==> config.mk <==
export PLATFORM = sky130hd
export DESIGN_NAME = bumper_backtrack_timer_flat
export DESIGN_NICKNAME = d
export VERILOG_FILES = /design/src/rtl/bumper_backtrack_timer_pkg.sv /design/src/rtl/bumper_backtrack_timer_if.sv /design/src/rtl/bumper_backtrack_timer_sec_tick_gen.sv /design/src/rtl/bumper_backtrack_timer.sv /design/src/flat_wrapper.sv
export SDC_FILE = /design/constraint.sdc
export NUM_CORES = 1
export LEC_CHECK = 0
export ABC_AREA = 1
export CAP_MARGIN = 0
export CORE_MARGIN = 1
export CORE_UTILIZATION = 36
export DETAILED_ROUTE_END_ITERATION = 6
export MAX_ROUTING_LAYER = met4
export SLEW_MARGIN = 20
export SYNTH_ARGS = -nofsm -noshare
export SYNTH_HDL_FRONTEND = slang
export SYNTH_SLANG_ARGS = --single-unit
==> constraint.sdc <==
create_clock -name clk -period 1.55 [get_ports clk]
set_input_delay 0.31 -clock clk [delete_from_list [all_inputs] [get_ports clk]]
set_output_delay 0.31 -clock clk [all_outputs]
set_load 0.1 [all_outputs]
==> src/rtl/bumper_backtrack_timer_pkg.sv <==
// Shared types and helpers for the bumper backtrack timer.
package bumper_timer_pkg;

    typedef enum logic [1:0] {
        IDLE     = 2'd0,
        ARM      = 2'd1,
        RUN      = 2'd2,
        WAIT_REL = 2'd3
    } bt_state_t;

    localparam int unsigned TRIG_ALL = 0;
    localparam int unsigned TRIG_ANY = 1;

    // Counter width able to hold 0..n-1, never narrower than one bit.
    function automatic int unsigned cnt_width(input int unsigned n);
        return (n > 1) ? $clog2(n) : 1;
    endfunction

endpackage

==> src/rtl/bumper_backtrack_timer_if.sv <==
// Bumper inputs and display/steering outputs of the backtrack timer.
interface bumper_backtrack_timer_if #(
    parameter int unsigned N_BUMPERS  = 2,
    parameter int unsigned DURATION_S = 5
);
    localparam int unsigned SECS_W = $clog2(DURATION_S + 1);

    logic [N_BUMPERS-1:0] bumper;
    logic                 abort;
    logic                 active;
    logic                 done_pulse;
    logic [SECS_W-1:0]    secs_left;
    logic [N_BUMPERS-1:0] trig_cause;

    modport master (
        output bumper, abort,
        input  active, done_pulse, secs_left, trig_cause
    );

    modport slave (
        input  bumper, abort,
        output active, done_pulse, secs_left, trig_cause
    );

endinterface

==> src/rtl/bumper_backtrack_timer_sec_tick_gen.sv <==
// Free-running sub-second counter; pulses once per CLK_HZ enabled cycles.
module sec_tick_gen
    import bumper_timer_pkg::*;
#(
    parameter int unsigned CLK_HZ = 100_000_000
) (
    input  logic clk,
    input  logic rst,
    input  logic clr,
    input  logic en,
    output logic sec_tick
);

    localparam int unsigned   TW       = cnt_width(CLK_HZ);
    localparam logic [TW-1:0] TICK_MAX = TW'(CLK_HZ - 1);

    logic [TW-1:0] tick_q;
    logic [TW-1:0] tick_d;

    // Next tick: clear wins over counting; wraps at CLK_HZ-1.
    always_comb begin
        tick_d = tick_q;
        if (clr) begin
            tick_d = '0;
        end else if (en) begin
            tick_d = (tick_q == TICK_MAX) ? '0 : tick_q + 1'b1;
        end
    end

    // Tick register with synchronous reset.
    always_ff @(posedge clk) begin
        if (rst) begin
            tick_q <= '0;
        end else begin
            tick_q <= tick_d;
        end
    end

    assign sec_tick = en & (tick_q == TICK_MAX);

endmodule

==> src/rtl/bumper_backtrack_timer.sv <==
// Backtrack timer: qualifies a bumper trigger, runs for DURATION_S seconds,
// then waits for bumper release before re-arming.
module bumper_backtrack_timer
    import bumper_timer_pkg::*;
#(
    parameter int unsigned CLK_HZ      = 100_000_000,
    parameter int unsigned DURATION_S  = 5,
    parameter int unsigned N_BUMPERS   = 2,
    parameter int unsigned TRIG_MODE   = 0,
    parameter int unsigned HOLD_CYCLES = 1,
    parameter int unsigned RETRIGGER   = 0
) (
    input logic                      clk,
    input logic                      rst,
    bumper_backtrack_timer_if.slave  bus
);

    localparam int unsigned         SECS_W    = $clog2(DURATION_S + 1);
    localparam int unsigned         HW        = cnt_width(HOLD_CYCLES);
    localparam logic [HW-1:0]       HOLD_LAST = HW'(HOLD_CYCLES - 1);
    localparam logic [SECS_W-1:0]   SECS_INIT = SECS_W'(DURATION_S);

    bt_state_t            state_q, state_d;
    logic [HW-1:0]        hold_q, hold_d;
    logic [SECS_W-1:0]    secs_q, secs_d;
    logic [N_BUMPERS-1:0] cause_q, cause_d;
    logic                 done_q, done_d;
    logic                 cond, cond_q, rise;
    logic                 retrig;
    logic                 sec_tick;

    assign cond = (TRIG_MODE == TRIG_ANY) ? |bus.bumper : &bus.bumper;
    assign rise = cond & ~cond_q;

    // Tick counter is held at zero outside RUN, so RUN entry always starts a fresh second.
    sec_tick_gen #(
        .CLK_HZ (CLK_HZ)
    ) u_sec_tick_gen (
        .clk      (clk),
        .rst      (rst),
        .clr      ((state_q != RUN) | retrig),
        .en       (state_q == RUN),
        .sec_tick (sec_tick)
    );

    // FSM next state: abort > expiry > retrigger > hold qualification.
    always_comb begin
        state_d = state_q;
        hold_d  = hold_q;
        secs_d  = secs_q;
        cause_d = cause_q;
        done_d  = 1'b0;
        retrig  = 1'b0;
        unique case (state_q)
            IDLE: begin
                hold_d = '0;
                if (cond) begin
                    if (HOLD_CYCLES == 1) begin
                        state_d = RUN;
                        secs_d  = SECS_INIT;
                        cause_d = bus.bumper;
                    end else begin
                        state_d = ARM;
                        hold_d  = HW'(1);
                    end
                end
            end
            ARM: begin
                if (bus.abort) begin
                    state_d = WAIT_REL;
                    hold_d  = '0;
                end else if (!cond) begin
                    state_d = IDLE;
                    hold_d  = '0;
                end else if (hold_q == HOLD_LAST) begin
                    state_d = RUN;
                    hold_d  = '0;
                    secs_d  = SECS_INIT;
                    cause_d = bus.bumper;
                end else begin
                    hold_d = hold_q + 1'b1;
                end
            end
            RUN: begin
                if (bus.abort) begin
                    state_d = WAIT_REL;
                    secs_d  = '0;
                end else if (sec_tick && secs_q == SECS_W'(1)) begin
                    state_d = WAIT_REL;
                    secs_d  = '0;
                    done_d  = 1'b1;
                end else if (RETRIGGER != 0 && rise) begin
                    retrig  = 1'b1;
                    secs_d  = SECS_INIT;
                    cause_d = bus.bumper;
                end else if (sec_tick) begin
                    secs_d = secs_q - 1'b1;
                end
            end
            WAIT_REL: begin
                // Held bumpers must be released before a new trigger is accepted.
                if (!cond) begin
                    state_d = IDLE;
                end
            end
            default: state_d = IDLE;
        endcase
    end

    // State and output registers with synchronous reset.
    always_ff @(posedge clk) begin
        if (rst) begin
            state_q <= IDLE;
            hold_q  <= '0;
            secs_q  <= '0;
            cause_q <= '0;
            done_q  <= 1'b0;
            cond_q  <= 1'b0;
        end else begin
            state_q <= state_d;
            hold_q  <= hold_d;
            secs_q  <= secs_d;
            cause_q <= cause_d;
            done_q  <= done_d;
            cond_q  <= cond;
        end
    end

    assign bus.active     = (state_q == RUN);
    assign bus.done_pulse = done_q;
    assign bus.secs_left  = secs_q;
    assign bus.trig_cause = cause_q;

endmodule

==> src/flat_wrapper.sv <==
// flat-port wrapper written by rule: the top's interface ports become plain ports
module bumper_backtrack_timer_flat import bumper_timer_pkg::*;
#(
    parameter int unsigned CLK_HZ      = 100_000_000,
    parameter int unsigned DURATION_S  = 5,
    parameter int unsigned N_BUMPERS   = 2,
    parameter int unsigned TRIG_MODE   = 0,
    parameter int unsigned HOLD_CYCLES = 1,
    parameter int unsigned RETRIGGER   = 0
)
  (clk, rst, bus_bumper, bus_abort, bus_active, bus_done_pulse, bus_secs_left, bus_trig_cause);
  bumper_backtrack_timer_if #(.N_BUMPERS(N_BUMPERS), .DURATION_S(DURATION_S)) bus_i ();
  input logic clk;
  input logic rst;
  input wire logic [$bits(bus_i.bumper)-1:0] bus_bumper;
  input wire logic [$bits(bus_i.abort)-1:0] bus_abort;
  output wire logic [$bits(bus_i.active)-1:0] bus_active;
  output wire logic [$bits(bus_i.done_pulse)-1:0] bus_done_pulse;
  output wire logic [$bits(bus_i.secs_left)-1:0] bus_secs_left;
  output wire logic [$bits(bus_i.trig_cause)-1:0] bus_trig_cause;
  assign bus_i.bumper = bus_bumper;
  assign bus_i.abort = bus_abort;
  assign bus_active = bus_i.active;
  assign bus_done_pulse = bus_i.done_pulse;
  assign bus_secs_left = bus_i.secs_left;
  assign bus_trig_cause = bus_i.trig_cause;
  bumper_backtrack_timer #(.CLK_HZ(CLK_HZ), .DURATION_S(DURATION_S), .N_BUMPERS(N_BUMPERS), .TRIG_MODE(TRIG_MODE), .HOLD_CYCLES(HOLD_CYCLES), .RETRIGGER(RETRIGGER)) u_core (.clk(clk), .rst(rst), .bus(bus_i));
endmodule
==> impl_metrics.ini <==
[final_layout]
nets = 344
seqCellArea_um2 = 716
fillers = 550
num_antenna_cells = 0
drive_above_1_share_pct = 23.7
multi_input_area_um2 = 1130
stdcell_count = 407
syn2layout_area_growth_pct = 32.5

[clock_tree]
cts_tree = done
clock_latency_ps = 280
clkSinkCount = 35
cts_buffers = 5
clockRootBuffer = clkbuf_8
clk_pin_slew_ps = 70
ctsLongestPathBuffers = 2
h-tree-depth = 2

[detailed_routing]
vias_per_cell = 4.63
first_iter_violations = 64
antenna_left = 0
wire_per_inst_um = 11.5
dr.pass1.iters = 4
vias = 1883
route.detailed.drc = 0
routed_wl_um = 4680

[sta]
fin_ws_ps = 68.7
maxSlewViolCount = 0
tightest_slew_ps = 368
setup_violations = 0
post-route-min-period_ps = 1480
fin_worst_skew_ps = 3.50
rsz0062_at_grt = yes
hold_violations = 0
slew_headroom_pct = 75.4
period_share_pct = 95.6
fmax_mhz = 675

[worst_setup_path]
worstPathArrival_ps = 1170
required_ps = 1240
reg2reg_slack_ps = 70
max_stage_delay_ps = 360
cp-end-kind = output port
crit_path_cell_trace = inv_2 -> nand2_4 -> inv_4 -> buf_6 -> buf_12
critical_path.max_fanout = 8
crit_path_start_kind = register
crit_path_top_delay_cell = dfxtp_4
crit_type = reg2out

[logic_synthesis]
yosys.area.top_type = dfxtp_1
syn_nets = 302
avgSynthCellArea_um2 = 6.56
netlist_top_cells_area = dfxtp_1 36%, nand2_1 13%, nor2_1 12%
ys_seq_elements = 35
yosys_warnings = 0
synth_area_um2 = 1930
netlist.area_leader.share_pct = 36.3
synth_cell_type_count = 32
netlist_instances = 294
yosysSeqAreaShare_pct = 36.3

[status]
run_status = complete, no violations

[global_route]
grt_max_degree = 13
grt_overflow = 0
grt_pass1_vias = 1730
gr-usage-all-layers_pct = 19.2
antenna_found_initial = 0
grt_first_pass_wirelength_um = 7930

[die]
die_x_um = 75.2
coreArea_um2 = 5140
initial_core_util_pct = 37.5
dieArea_um2 = 5660
die_h_um = 75.2
ios = 12
row_count = 26

[placement]
dp.cells = 393
place.gp.congestion = 0.861
place_hpwl_um = 3520
pre_cts_ws_ps = -24.2
port-buffer-count = 11

[power]
leakage_nw = 0.982
power_density_nw_per_um2 = 880
ir_drop_mv = 0.439

[min_path]
hold_class = reg2reg

[run]
cap_viol_max_count = 0
state kept, by name (all words and copies together), names as in the netlist:
signal / cells
u_core.u_sec_tick_gen.tick_q: 27
u_core.bus.secs_left: 3
u_core.bus.trig_cause: 2
u_core.state_q: 2
u_core.bus.done_pulse: 1
power by group:
group | switching [mW] | total (mW) | internal, mW
registers | 0.0462 | 0.985 | 0.939
logic | 0.372 | 0.614 | 0.243
clock network | 0.334 | 0.650 | 0.316
cells in the final DEF, fill, tap and decap left out, drive strengths merged:
master,count
a211o,1
xor2,4
nand2,73
dfxtp,35
clkinv,1
o211ai,1
a31oi,1
nor3b,2
inv,40
ha,3
a41oi,1
clkbuf,7
nand3,20
nand3b,1
o21a,1
a21oi,8
nand4,4
o211a,1
clkdlybuf4s50,4
o21ai,10
nor2,70
xnor2,3
nor4,1
nor3,11
buf,33
and3,1
cells in the mapped netlist:
cell      count
nand2_4       1
xor2_1        4
nand3_2       1
buf_6         1
buf_2         1
nand3b_1      1
nor3_2        1
nand3_1      18
nand4_1       4
inv_2         3
a31oi_1       1
nor2_4        4
inv_1        37
nor3b_1       2
nor2_2        2
o21ai_0      10
xnor2_1       3
nor3_1       10
o21a_1        1
nor2_1       64
a41oi_1       1
ha_1          3
nand2_2       3
dfxtp_1      35
nor4_1        1
o211ai_1      1
and3_1        1
a211o_1       1
nand3_4       1
a21oi_1       8
nand2_1      69
o211a_1       1
per-layer routing:
layer  global-route usage (%)  vias up  share of wire (%)
met5                        -        -                  0
met4                     5.14        0                1.1
met3                     3.75        6                3.4
met2                     30.7       33                 48
met1                     24.9      837                 48
li1                         -     1007                  -
worst max-delay path: cells and delay by family (launching register included):
kind / cells / cell delay [ps]
buffers and inverters: 4 / 440
flip-flops: 1 / 360
AND/OR/NAND/NOR: 1 / 90
worst paths after layout:
kind                            cells past startpoint                     start                        to
worst max-delay path                                5         u_core.state_q[0]                bus_active
worst min-delay path                                2  u_core.bus.trig_cause[0]  u_core.bus.trig_cause[0]
worst max register to register                      9         u_core.state_q[0]         u_core.state_q[0]
worst min register to register                      2  u_core.bus.trig_cause[0]  u_core.bus.trig_cause[0]
layout make-up:
| class | instances | share of cell area (%) |
|---|---|---|
| inverters | 40 | 6.07 |
| well taps | 70 | 3.43 |
| flip-flops and latches | 35 | 28.0 |
| clock buffers | 7 | 2.99 |
| clock inverters | 1 | 0.196 |
| multi-input cells | 217 | 44.3 |
| repair buffers | 37 | 15.0 |
what timing repair did:
| action | in CTS | in global routing |
|---|---|---|
| cloned | 0 | 0 |
| gates resized for setup | 2 | 32 |
| pin swaps | 0 | 5 |
| buffers inserted | 0 | 6 |
| endpoints found under the setup margin | 6 | 28 |
| hold buffers | 0 | 0 |
stage by stage:
step	hold WS, ps	power [mW]	cell area, µm²	setup TNS, ps	util (%)
CTS	485	2.22	2420	-12.9	47.2
detailed placement	474	1.57	2340	-45.7	45.4
finish	483	2.25	2560	0	49.7
global placement	469	1.57	2340	0	45.4
floorplan	374	1.36	1930	-16.9	-
global route	505	2.36	2560	-99.1	49.7
cell families after synthesis:
group | share of synthesized area, %
AOI/OAI and AO/OA | 7.20
xor gates and xnor gates | 3.18
adders and majority gates | 1.95
buffers and inverters | 8.62
DFF | 36.3
and+or+nand+nor | 42.7
No activity file was read; power rests on OpenSTA's default activity.
==> edit: new RTL, config.mk and constraints unchanged <==
`HOLD_CYCLES` is set to 1 in 2 places; all go to 0.
--- a/src/rtl/bumper_backtrack_timer.sv
+++ b/src/rtl/bumper_backtrack_timer.sv
@@ -9,3 +9,3 @@
     parameter int unsigned TRIG_MODE   = 0,
-    parameter int unsigned HOLD_CYCLES = 1,
+    parameter int unsigned HOLD_CYCLES = 0,
     parameter int unsigned RETRIGGER   = 0
--- a/src/flat_wrapper.sv
+++ b/src/flat_wrapper.sv
@@ -7,3 +7,3 @@
     parameter int unsigned TRIG_MODE   = 0,
-    parameter int unsigned HOLD_CYCLES = 1,
+    parameter int unsigned HOLD_CYCLES = 0,
     parameter int unsigned RETRIGGER   = 0
Function: changed (Yosys sat finds a counterexample within 4 cycles, from zero or initial values and one cycle with rst high).
==> edit against the original RTL <==
  * The run now ends with negative setup slack left
  * Area after synthesis grew 6.9%
  * Final area rose by 16%
  * Critical path depth grew 5
  * Sequential cell count grew 1
  * Worst setup slack worse by 79 ps
  * First-iteration DRC count is 130% higher
  * Non-clock buffer count rose by 12
  * Sequential share of layout area decreased by 3.0 points
  * Routed wire length is 12% higher
  * Total power grew 21%
==> edit: results (changes against the original RTL) <==
* DP HPWL at 3730 um (was 3520 um)
* VDD IR max at 461 uV (was 439 uV)
* Sequential element share of the synthesized area at 0.349 (was 0.363)
* Total GRT Usage at 0.193 (was 0.192)
* Post-synthesis adder-cell area fraction at 0.0182 (was 0.0195)
* Cts repair resizes at 15 (was 2)
* First-pass GRT wire length at 8980 um (was 7930 um)
* Largest net degree at the start of global routing at 12 (was 13)
* R2R depth at 10 (was 9)
* Routed vias/inst at 4.77 (was 4.63)
* Slew @ Worst Pin at 374 ps (was 368 ps)
* Post-Syn Area per Cell at 6.66 sq um (was 6.56 sq um)
* Top cells by area, synth: dfxtp_1 35%, nand2_1 13%, nor2_1 10% (was dfxtp_1 36%, nand2_1 13%, nor2_1 12%)
* Post-synthesis compound-gate area fraction at 0.0625 (was 0.0720)
* Post-synth top cells: 70 x nand2_1, 56 x nor2_1, 43 x inv_1 (was 69 x nand2_1, 64 x nor2_1, 37 x inv_1)
* Post CTS Setup Buffer Count at 3 (was 0)
* Met1 Usage GRT at 0.241 (was 0.249)
* Post-synth cell types at 31 (was 32)
* Metal3 WL at 116 um (was 158 um)
* Place WS at -117 ps (was -24.2 ps)
* Placed insts at 418 (was 393)
* Met2 wire length at 2550 um (was 2230 um)
* Routed wire per std cell at 12.0 um (was 11.5 um)
* PnR worst setup slack at -9.94 ps (was 68.7 ps)
* Iteration-0 DRC Markers at 146 (was 64)
* Crit path DAT at 1790 ps (was 1170 ps)
* Metal-1 WL at 2510 um (was 2240 um)
* Worst-path maximum fanout at 5 (was 8)
* Worst Clk Skew at 8.82 ps (was 3.50 ps)
* Met3 usage at 0.0353 (was 0.0375)
* Diode count at 0 (unchanged)
* Layout cells sized above 1 at 0.344 (was 0.237)
* Mapped Nets at 318 (was 302)
* Placer Congestion at 0.909 (was 0.861)
* Final #Nets at 370 (was 344)
* Worst-path clk slew at 80 ps
* Placed instance area at 2540 sq um (was 2340 sq um)
* Failing checks: negative setup slack
* Setup violations, final at 1 (was 0)
* Vias at 2074 (was 1883)
* TNS Setup at -9.94 ps (was 0 ps)
* Status: finished with violations (was finished clean)
* Met2 usage at 0.319 (was 0.307)
* Fillcell total at 518 (was 550)
* Post-synthesis xor/xnor area fraction at 0.0297 (was 0.0318)
* Via count of the first global-routing pass at 2018 (was 1730)
* Crit path max-delay family: simple AND/OR/NAND/NOR gates (was buffers and inverters)
* Static leakage at 0.00115 uW (was 0.000982 uW)
## edit: cell types whose count changed in the layout (fill, tap and decap cells not counted), moves of 4 or more
cell / delta
nor3b_2: +4
nand4_1: +5
nor2_1: -10
nand3_1: -5
inv_1: +4
buf_4: +8
## edit: how the worst min path moves through the flow
stage | startpoint | endpoint | slack, ps | cells after the start
after floorplan | u_core.u_sec_tick_gen.tick_q[0]$_SDFFE_PP0N_ | u_core.u_sec_tick_gen.tick_q[0]$_SDFFE_PP0N_ | 430 | 1
after global placement | u_core.u_sec_tick_gen.tick_q[25]$_SDFFE_PP0N_ | u_core.u_sec_tick_gen.tick_q[25]$_SDFFE_PP0N_ | 470 | 2
after detailed placement | u_core.u_sec_tick_gen.tick_q[25]$_SDFFE_PP0N_ | u_core.u_sec_tick_gen.tick_q[25]$_SDFFE_PP0N_ | 480 | 2
after CTS | u_core.u_sec_tick_gen.tick_q[25]$_SDFFE_PP0N_ | u_core.u_sec_tick_gen.tick_q[25]$_SDFFE_PP0N_ | 490 | 2
after global routing | u_core.u_sec_tick_gen.tick_q[15]$_SDFFE_PP0N_ | u_core.u_sec_tick_gen.tick_q[16]$_SDFFE_PP0N_ | 530 | 2
final | u_core.bus.trig_cause[0]$_SDFFE_PP0P_ | u_core.bus.trig_cause[0]$_SDFFE_PP0P_ | 500 | 2
## edit: where the power goes
group | internal, uW | total [uW] | switching [uW]
Sequential | 993 | 1070 | 77.4
Clock | 406 | 745 | 339
Combinational | 350 | 903 | 553
Total | 1750 | 2720 | 970
## edit: area by class of cell
type	count	share of cell area
Multi-Input combinational cell	225	0.458
Tap cell	72	0.0304
Inverter	45	0.0608
Clock buffer	8	0.0338
Timing Repair Buffer	49	0.168
Sequential cell	36	0.250
